<file path="config.mk">
export PLATFORM = sky130hd
export DESIGN_NAME = simple_if_to_axi
export DESIGN_NICKNAME = d
export VERILOG_FILES = /design/src/rtl/simple_if_to_axi.sv
export SDC_FILE = /design/constraint.sdc
export NUM_CORES = 1
export LEC_CHECK = 0
export CAP_MARGIN = 20
export CORE_AREA = 2 2 168 170
export CTS_CLUSTER_DIAMETER = 40
export DETAILED_ROUTE_END_ITERATION = 10
export DIE_AREA = 0 0 170 172
export DONT_BUFFER_PORTS = 1
export PLACE_DENSITY_LB_ADDON = 0.3
export SLEW_MARGIN = 20
export SYNTH_ARGS = -nofsm -noshare
export SYNTH_HDL_FRONTEND = slang
export SYNTH_SLANG_ARGS = --single-unit
</file>
<file path="constraint.sdc">
create_clock -name clk_i -period 11 [get_ports clk_i]
set_input_delay 1.65 -clock clk_i [delete_from_list [all_inputs] [get_ports clk_i]]
set_output_delay 1.65 -clock clk_i [all_outputs]
set_load 0.01 [all_outputs]
</file>
<file path="src/rtl/simple_if_to_axi.sv">
// Purpose: bridges a single-beat we/re memory-style request port onto an AXI4 manager port.
// Latency: 3 cycles from acceptance to mem_wdone_o/mem_rdone_o with zero-wait subordinates.
// Backpressure: busy_o high while a transaction is in flight (new requests dropped); AXI valids held until ready.

package soc_pkg;
  localparam int ADDR_W = 64;
  localparam int DATA_W = 32;
  localparam int ID_W   = 4;
  localparam int USER_W = 1;

  typedef struct packed {
    logic [ID_W-1:0]   id;
    logic [ADDR_W-1:0] addr;
    logic [7:0]        len;
    logic [2:0]        size;
    logic [1:0]        burst;
    logic              lock;
    logic [3:0]        cache;
    logic [2:0]        prot;
    logic [3:0]        qos;
    logic [3:0]        region;
    logic [USER_W-1:0] user;
  } m_ax_t;

  typedef struct packed {
    logic [DATA_W-1:0]   data;
    logic [DATA_W/8-1:0] strb;
    logic                last;
    logic [USER_W-1:0]   user;
  } m_w_t;

  typedef struct packed {
    logic [ID_W-1:0]   id;
    logic [1:0]        resp;
    logic [USER_W-1:0] user;
  } m_b_t;

  typedef struct packed {
    logic [ID_W-1:0]   id;
    logic [DATA_W-1:0] data;
    logic [1:0]        resp;
    logic              last;
    logic [USER_W-1:0] user;
  } m_r_t;

  typedef struct packed {
    m_ax_t aw;
    logic  aw_valid;
    m_w_t  w;
    logic  w_valid;
    logic  b_ready;
    m_ax_t ar;
    logic  ar_valid;
    logic  r_ready;
  } m_req_t;

  typedef struct packed {
    logic  aw_ready;
    logic  ar_ready;
    logic  w_ready;
    logic  b_valid;
    m_b_t  b;
    logic  r_valid;
    m_r_t  r;
  } m_resp_t;
endpackage

module simple_if_to_axi #(
  parameter type         axi_req_t  = soc_pkg::m_req_t,
  parameter type         axi_resp_t = soc_pkg::m_resp_t,
  parameter logic [63:0] MEM_BASE   = 64'h0,
  parameter int          MEM_SIZE   = 32,
  parameter int unsigned AXI_ID     = 0,
  // Must equal the width of the W channel data field of axi_req_t.
  parameter int          DW         = soc_pkg::DATA_W
) (
  input  logic                clk_i,
  input  logic                arst_i,
  output axi_req_t            req_o,
  input  axi_resp_t           resp_i,
  input  logic                mem_we_i,
  input  logic [MEM_SIZE-1:0] mem_waddr_i,
  input  logic [DW-1:0]       mem_wdata_i,
  input  logic [DW/8-1:0]     mem_wstrb_i,
  output logic                mem_wdone_o,
  output logic [1:0]          mem_wresp_o,
  input  logic                mem_re_i,
  input  logic [MEM_SIZE-1:0] mem_raddr_i,
  output logic                mem_rdone_o,
  output logic [DW-1:0]       mem_rdata_o,
  output logic [1:0]          mem_rresp_o,
  output logic                busy_o
);

  localparam int AW = soc_pkg::ADDR_W;
  localparam int IW = soc_pkg::ID_W;

  typedef enum logic [2:0] {IDLE, WRITE, WRESP, READ, RDATA} state_t;

  state_t            state_q, state_d;
  logic              pending_read;
  logic              aw_done, w_done;
  logic [AW-1:0]     wr_addr, rd_addr;
  logic [DW-1:0]     wr_data;
  logic [DW/8-1:0]   wr_strb;
  logic              accept_w, accept_r;
  logic              aw_hs, w_hs, b_hs, ar_hs, r_hs;

  // Response id/user/last are not needed for single-beat, single-ID traffic.
  logic unused_resp;
  assign unused_resp = ^resp_i;

  assign busy_o   = (state_q != IDLE) | pending_read;
  assign accept_w = (state_q == IDLE) & ~busy_o & mem_we_i;
  assign accept_r = (state_q == IDLE) & ~busy_o & mem_re_i;

  // Handshake terms depend on readies only through registered state, never feeding a valid.
  assign aw_hs = (state_q == WRITE) & ~aw_done & resp_i.aw_ready;
  assign w_hs  = (state_q == WRITE) & ~w_done  & resp_i.w_ready;
  assign b_hs  = (state_q == WRESP) & resp_i.b_valid;
  assign ar_hs = (state_q == READ)  & resp_i.ar_ready;
  assign r_hs  = (state_q == RDATA) & resp_i.r_valid;

  // State register.
  always_ff @(posedge clk_i or posedge arst_i) begin
    if (arst_i) state_q <= IDLE;
    else        state_q <= state_d;
  end

  // Next-state decode and AXI request drive (valids derived only from registered state).
  always_comb begin
    state_d = state_q;
    req_o   = '0;

    req_o.aw.id    = IW'(AXI_ID);
    req_o.aw.addr  = wr_addr;
    req_o.aw.size  = 3'($clog2(DW/8));
    req_o.aw.burst = 2'b01;
    req_o.w.data   = wr_data;
    req_o.w.strb   = wr_strb;
    req_o.w.last   = 1'b1;
    req_o.ar.id    = IW'(AXI_ID);
    req_o.ar.addr  = rd_addr;
    req_o.ar.size  = 3'($clog2(DW/8));
    req_o.ar.burst = 2'b01;

    case (state_q)
      IDLE: begin
        if (accept_w)      state_d = WRITE;
        else if (accept_r) state_d = READ;
      end
      WRITE: begin
        req_o.aw_valid = ~aw_done;
        req_o.w_valid  = ~w_done;
        if ((aw_done | aw_hs) & (w_done | w_hs)) state_d = WRESP;
      end
      WRESP: begin
        req_o.b_ready = 1'b1;
        if (b_hs) state_d = pending_read ? READ : IDLE;
      end
      READ: begin
        req_o.ar_valid = 1'b1;
        if (ar_hs) state_d = RDATA;
      end
      RDATA: begin
        req_o.r_ready = 1'b1;
        if (r_hs) state_d = IDLE;
      end
      default: state_d = IDLE;
    endcase
  end

  // Request capture, per-channel handshake tracking and completion reporting.
  always_ff @(posedge clk_i or posedge arst_i) begin
    if (arst_i) begin
      pending_read <= 1'b0;
      aw_done      <= 1'b0;
      w_done       <= 1'b0;
      wr_addr      <= '0;
      wr_data      <= '0;
      wr_strb      <= '0;
      rd_addr      <= '0;
      mem_wdone_o  <= 1'b0;
      mem_wresp_o  <= 2'b00;
      mem_rdone_o  <= 1'b0;
      mem_rdata_o  <= '0;
      mem_rresp_o  <= 2'b00;
    end else begin
      mem_wdone_o <= 1'b0;
      mem_rdone_o <= 1'b0;

      if (accept_w) begin
        wr_addr <= MEM_BASE[AW-1:0] + AW'(mem_waddr_i);
        wr_data <= mem_wdata_i;
        wr_strb <= mem_wstrb_i;
        aw_done <= 1'b0;
        w_done  <= 1'b0;
      end
      if (accept_r) rd_addr <= MEM_BASE[AW-1:0] + AW'(mem_raddr_i);
      // A read arriving with a write waits behind it; a lone read goes straight to READ.
      if (state_q == IDLE) pending_read <= accept_w & accept_r;

      if (aw_hs) aw_done <= 1'b1;
      if (w_hs)  w_done  <= 1'b1;

      if (b_hs) begin
        mem_wdone_o  <= 1'b1;
        mem_wresp_o  <= resp_i.b.resp;
        pending_read <= 1'b0;
      end
      if (r_hs) begin
        mem_rdone_o <= 1'b1;
        mem_rdata_o <= resp_i.r.data;
        mem_rresp_o <= resp_i.r.resp;
      end
    end
  end

endmodule

</file>
==> results of run 1 <==
-- logic make-up after synthesis --
group / after synthesis / synth area share (%)
compound gates: 14 / 1.38
simple gates: 30 / 2.57
other cells: 2 / 0.115
buf+inv: 155 / 17.2
mux: 137 / 23.6
flops: 144 / 55.1
-- power by group --
| group | switching (mW) | internal, mW | total, mW | leakage, nW |
|---|---|---|---|---|
| clock | 0.263 | 0.324 | 0.587 | 0.291 |
| sequential | 0.342 | 0.802 | 1.14 | 1.72 |
| combinational | 0.205 | 0.288 | 0.494 | 1.14 |
-- stage by stage --
stage	instances	hold slack, ns	utilization (%)
detailed placement	812	0.526	23.2
CTS	844	0.540	25.4
global placement	812	0.499	23.2
finish	844	0.538	25.4
global route	844	0.584	25.4
floorplan	614	0.480	-
-- layer usage --
layer	up-vias	track usage, %
met3	12	4.49
met4	2	3.34
met5	-	0
met1	1623	9.07
li1	1359	-
met2	244	16.3
-- final timing paths --
kind,from,endpoint,slack [ns],cells after the start
min in group asynchronous,arst_i,wr_data[10]$_DFFE_PP0P_,1.21,1
max in group asynchronous,arst_i,mem_rdata_o[24]$_DFFE_PP0P_,8.45,2
setup reg to reg,state_q[0]$_DFFE_PP0P_,rd_addr[3]$_DFFE_PP0P_,8.63,4
setup / recovery,state_q[1]$_DFFE_PP0P_,req_o[140],7.58,3
hold / removal,w_done$_DFFE_PP0P_,w_done$_DFFE_PP0P_,0.54,1
hold reg to reg,w_done$_DFFE_PP0P_,w_done$_DFFE_PP0P_,0.54,1
-- worst max-delay path, delay by kind of cell (launching register included) --
family,cells,cell delay (ns)
flops,1,0.55
simple gates,3,0.81
-- area by class of cell --
cell class / instances / area [um^2] / share of cell area [%]
inverters: 4 / 20.0 / 0.287
well taps: 346 / 433 / 6.20
clock buffers: 17 / 425 / 6.09
flip-flops and latches: 144 / 3600 / 51.6
clock inverters: 15 / 170 / 2.44
multi-input cells: 315 / 2310 / 33.0
repair buffers: 3 / 22.5 / 0.323
-- placed cells by master, fill, tap and decap left out, types with 2 or more instances in the layout --
master,Yosys,final
nand2_1,8,8
inv_6,0,6
mux2_1,4,4
o22ai_1,3,3
nor2_1,11,11
a21oi_1,3,3
o21ai_0,2,2
buf_4,134,3
inv_8,0,3
nor4_4,2,2
nor3_1,2,2
conb_1,2,134
inv_1,3,2
clkinv_4,0,2
clkinv_8,0,2
clkbuf_16,0,17
mux2_2,132,132
a31oi_1,2,2
dfrtp_1,144,144
-- sequential cells by signal (all words and copies together) (netlist names) --
name / cells
mem_rdata_o: 32
rd_addr: 32
wr_addr: 32
wr_data: 32
wr_strb: 4
state_q: 3
mem_rresp_o: 2
mem_wresp_o: 2
aw_done: 1
mem_rdone_o: 1
mem_wdone_o: 1
pending_read: 1
w_done: 1
==> key figures, run 1 <==
Yosys
  • Async set-reset flop share out of synthesis: 100%
  • Top cells by area, synth: dfrtp_1, mux2_2, buf_4
  • Post-synth EDFFs: 0
  • Post-synth top cells: dfrtp_1, buf_4, mux2_2
  • Synthesized area per cell: around 14 um^2
  • Biggest area consumer among synthesized cells: dfrtp_1
  • Seq/Total Area, Yosys: approximately 55%
  • Predominant post-synthesis flop cell: dfrtp_1
  • Synth Register Bits: ~140
  • Post-synth top area share: a little under three fifths
  • Cells after Synth: between 400 and 500
  • Count leader, synth: dfrtp_1
  • Count of unique library cells instantiated by Yosys: 30
  • Area of the mapped netlist: between 6000 and 7000 um^2
  • Synth warn: 0

Drt
  • DR iter-0 viols: 75
  • Via count: 3,240
  • DR WL met3: 1520 um
  • Vias per inst: 3.84
  • Met2 wire len: between 7000 and 8000 um
  • DRC Markers: 0
  • Uppermost layer routed: met5
  • Wl on met1: 4670 um
  • Routed Antenna Nets: 0
  • Initial DRT Pass Iterations: 4
  • Wire per inst: approximately 17 um
  • Final WL: between 10,000 and 15,000 um

Clock tree
  • Root Buffer: clkbuf_16
  • Cts hold-fix bufs: 0
  • Postcts setup bufs: 0
  • CTS buffer count: 17
  • CTS H-tree depth: 4
  • Clock buffer depth: 2
  • CTS tree: done
  • Clk_lat worst skew: 0.42 ns
  • Clock Pin Slew Worst Setup and Hold Paths: 0.07 ns
  • Post-cts resize count: 0
  • Clock Sink Count: approximately 140

Critical path
  • Kind of critical path: reg2out
  • Req. time, crit path: 9.35 ns
  • Crit path largest cell delay: roughly 0.55 ns
  • Worst Setup End Kind: primary output
  • CP max-delay cell: dfrtp_1
  • Most common cell on crit path: nor2_1
  • CP Launch Type: register
  • Critical Path, Cell by Cell: nor2_1 -> nand2_1 -> nor2_1
  • Critical Path AT: between 1.5 and 2 ns
  • Crit Path Max Fanout: 13

Floorplanning
  • Die height: 172 um
  • I/O Pins: between 400 and 500
  • Initial core utilization: 23.8%
  • Core Box Area: 27,500 um^2
  • Die ar.: 29,200 um^2
  • Chip width: 170 um
  • FP Rows: 61

Final layout
  • Share of cells above drive strength 1: between 30 and 40%
  • N_diodes: 0
  • Post-layout instance area: 6980 um^2
  • Final #Nets: 641
  • Area delta synth->final: 6.81%
  • # fillers: 2,857

Placed design
  • RD Place Congestion: 0.741
  • Input/output buffers: 0
  • Dpl ws: 7.90 ns
  • Placed cell areas: approximately 6400 um^2
  • DP HPWL: 10,500 um

Timing
  • Setup ws final: 7.58 ns
  • Slew Viols, Final: 0
  • Worst Skew: 0.0115 ns
  • Min Tclk post-route: 3.42 ns
  • Final Hold Viols: 0
  • Worst slew pin tran: 0.950 ns
  • Final setup fails: 0
  • Slew headroom: a little under two fifths
  • TNS Setup: 0 ns
  • Fmax: 292 MHz
  • Tcrit/Tclk final: a little under a third
  • RSZ-0062 raised after global routing: false

Global routing
  • Vias in the first global route: 3,248
  • Largest net degree at the start of global routing: 85
  • First-pass GRT wire length: 19,400 um
  • Gr ovfl total: 0
  • GRT Total Usage: 9.08%
  • Initial antenna violation count: 1

Power
  • Leak Pwr: 3.15 nW
  • VDD IR max: a little over 0.0001 V
  • Total power: approximately 2.2 mW
  • Power Density: 319 nW/um^2

Outcome
  • Run status: finished, final reports clean

Run
  • Maxcap violations: 0

Worst hold path
  • Worst Hold Class: reg2reg
Note: power is estimated with default switching activity, not from simulation.
==> run 2: changes to the inputs <==
- clock period: 11 -> 3.48 ns (I/O delays scaled with it)
==> run 2 against run 1 <==
Effect of this change: via count up 0.15%; first-iteration DRC count grew 16%; worst setup slack worse by 6.3 ns; sequential power grew to 3.1 times the previous value; die area did not move; flip-flop and latch count did not move; core utilization about the same; worst hold slack lost 0.41 ns; clock power grew to 3.0 times the previous value; highest routed layer unchanged.
==> key figures, run 2 (same netlist as run 1, synthesis figures left out) <==
Final layout
  • N_diodes: 0
  • Final non-filler cell total: 846
  • Share of cells above drive strength 1: roughly a third
  • Final #Nets: about 640
  • Commonest non-fill, non-tap cell in the layout: dfrtp_1
  • Area delta synth->final: 6.99%
  • Most frequent cells in the layout: dfrtp_1, conb_1, mux2_2, clkbuf_16, nor2_1
  • # fillers: 2,831

Critical path
  • Req. time, crit path: ~3.0 ns
  • CP Launch Type: register
  • Kind of critical path: reg2out
  • CP max-delay cell: dfrtp_1
  • Most common cell on crit path: nor2_1
  • Crit Path Max Fanout: 13
  • Critical path buffers and inverters: 0
  • Crit path largest cell delay: 0.54 ns
  • R2R Path Start: state_q[1]$_DFFE_PP0P_
  • FF-to-FF path depth: 3
  • CP top delay family: simple AND/OR/NAND/NOR gates
  • Reg2Reg Capture Point: wr_data[16]$_DFFE_PP0P_
  • Critical Path, Cell by Cell: nor2_1 -> nand2_1 -> nor2_1
  • Critical Path AT: 1.71 ns
  • Worst Setup End Kind: primary output
  • R2R Setup Slk: 1.26 ns

Placed design
  • DP HPWL: 10,600 um
  • Dpl ws: 1.19 ns
  • Input/output buffers: 0
  • RD Place Congestion: 0.687
  • Inst Count DP: 814

Power
  • Leak Pwr: 3.15 nW
  • Power Density: 993 nW/um^2
  • Total power: 6.94 mW
  • VDD IR max: 0.000327 V

Timing
  • Slew headroom: 36.6%
  • Slew Viols, Final: 0
  • Setup ws final: 1.25 ns
  • Worst Skew: 0.0137 ns
  • Tcrit/Tclk final: 64.2%
  • RSZ-0062 raised after global routing: false
  • Worst slew pin tran: roughly 0.95 ns
  • Final Hold Viols: 0
  • Fmax: 448 MHz
  • Min Tclk post-route: 2.23 ns
  • Final setup fails: 0
  • TNS Setup: 0 ns

Global routing
  • Largest net degree at the start of global routing: 70
  • First-pass GRT wire length: 19,700 um
  • Vias in the first global route: between 3,000 and 4,000
  • GRT Total Usage: 9.15%
  • Initial antenna violation count: 2
  • Gr ovfl total: 0

Floorplanning
  • FP Rows: 61
  • I/O Pins: around 430
  • Die ar.: 29,200 um^2
  • Core Box Area: approximately 27,000 um^2
  • Chip width: 170 um
  • Die height: about 170 um
  • Initial core utilization: 23.8%

Run
  • Maxcap violations: 0

Clock tree
  • Clock Pin Slew Worst Setup and Hold Paths: about 0.070 ns
  • CTS H-tree depth: 4
  • Clk_lat worst skew: between 0.4 and 0.5 ns
  • Postcts setup bufs: 0
  • Clock buffer depth: 2
  • CTS tree: done
  • Clock Sink Count: 144
  • Post-cts resize count: 0
  • Root Buffer: clkbuf_16
  • Cts hold-fix bufs: 0
  • CTS buffer count: 17

Drt
  • DR iter-0 viols: a little under 90
  • Final WL: 14,000 um
  • DRC Markers: 0
  • Vias per inst: 3.84
  • Via count: 3,245
  • Initial DRT Pass Iterations: 4
  • Routed Antenna Nets: 0
  • Wire per inst: 16.5 um

Outcome
  • Run status: finished, final reports clean

Worst hold path
  • Worst Hold Class: in2async
run 2: final cells by class:
| class | instances | area [um^2] | share of cell area (%) |
|---|---|---|---|
| flip-flops and latches | 144 | 3600 | 51.5 |
| repair buffers | 5 | 62.6 | 0.895 |
| well taps | 346 | 433 | 6.19 |
| clock buffers | 17 | 425 | 6.08 |
| inverters | 4 | 18.8 | 0.268 |
| multi-input cells | 315 | 2310 | 33.0 |
| clock inverters | 15 | 143 | 2.04 |
run 2: metal layers:
metal	part of all wire, %	track usage, %
met1	31	8.39
met2	55	16.6
met3	12	4.94
met4	2.0	4.16
met5	0.21	0
run 2: worst max path at each step:
stage | from | to | slack, ns | cells after the start
6_report | state_q[1]$_DFFE_PP0P_ | req_o[140] | 1.25 | 3
5_1_grt | state_q[1]$_DFFE_PP0P_ | wr_addr[28]$_DFFE_PP0P_ | 1.06 | 3
4_1_cts | state_q[1]$_DFFE_PP0P_ | wr_addr[28]$_DFFE_PP0P_ | 1.19 | 3
3_5_place_dp | state_q[1]$_DFFE_PP0P_ | wr_addr[23]$_DFFE_PP0P_ | 1.19 | 3
3_3_place_gp | state_q[1]$_DFFE_PP0P_ | wr_addr[28]$_DFFE_PP0P_ | 1.27 | 3
2_1_floorplan | arst_i | aw_done$_DFFE_PP0P_ | 1.15 | 1
run 2: where the power goes:
group | switching, mW | internal (mW)
clock | 0.807 | 0.952
sequential | 1.05 | 2.54
combinational | 0.678 | 0.922
total | 2.53 | 4.41
run 2: per-stage QoR:
step | area [um^2] | util, % | hold slack [ns]
2_1_floorplan | 7040 | - | 0.480
3_3_place_gp | 6420 | 23.4 | 0.519
3_5_place_dp | 6420 | 23.4 | 0.511
4_1_cts | 6990 | 25.5 | 0.137
5_1_grt | 6990 | 25.5 | 0.171
6_report | 6990 | 25.5 | 0.124
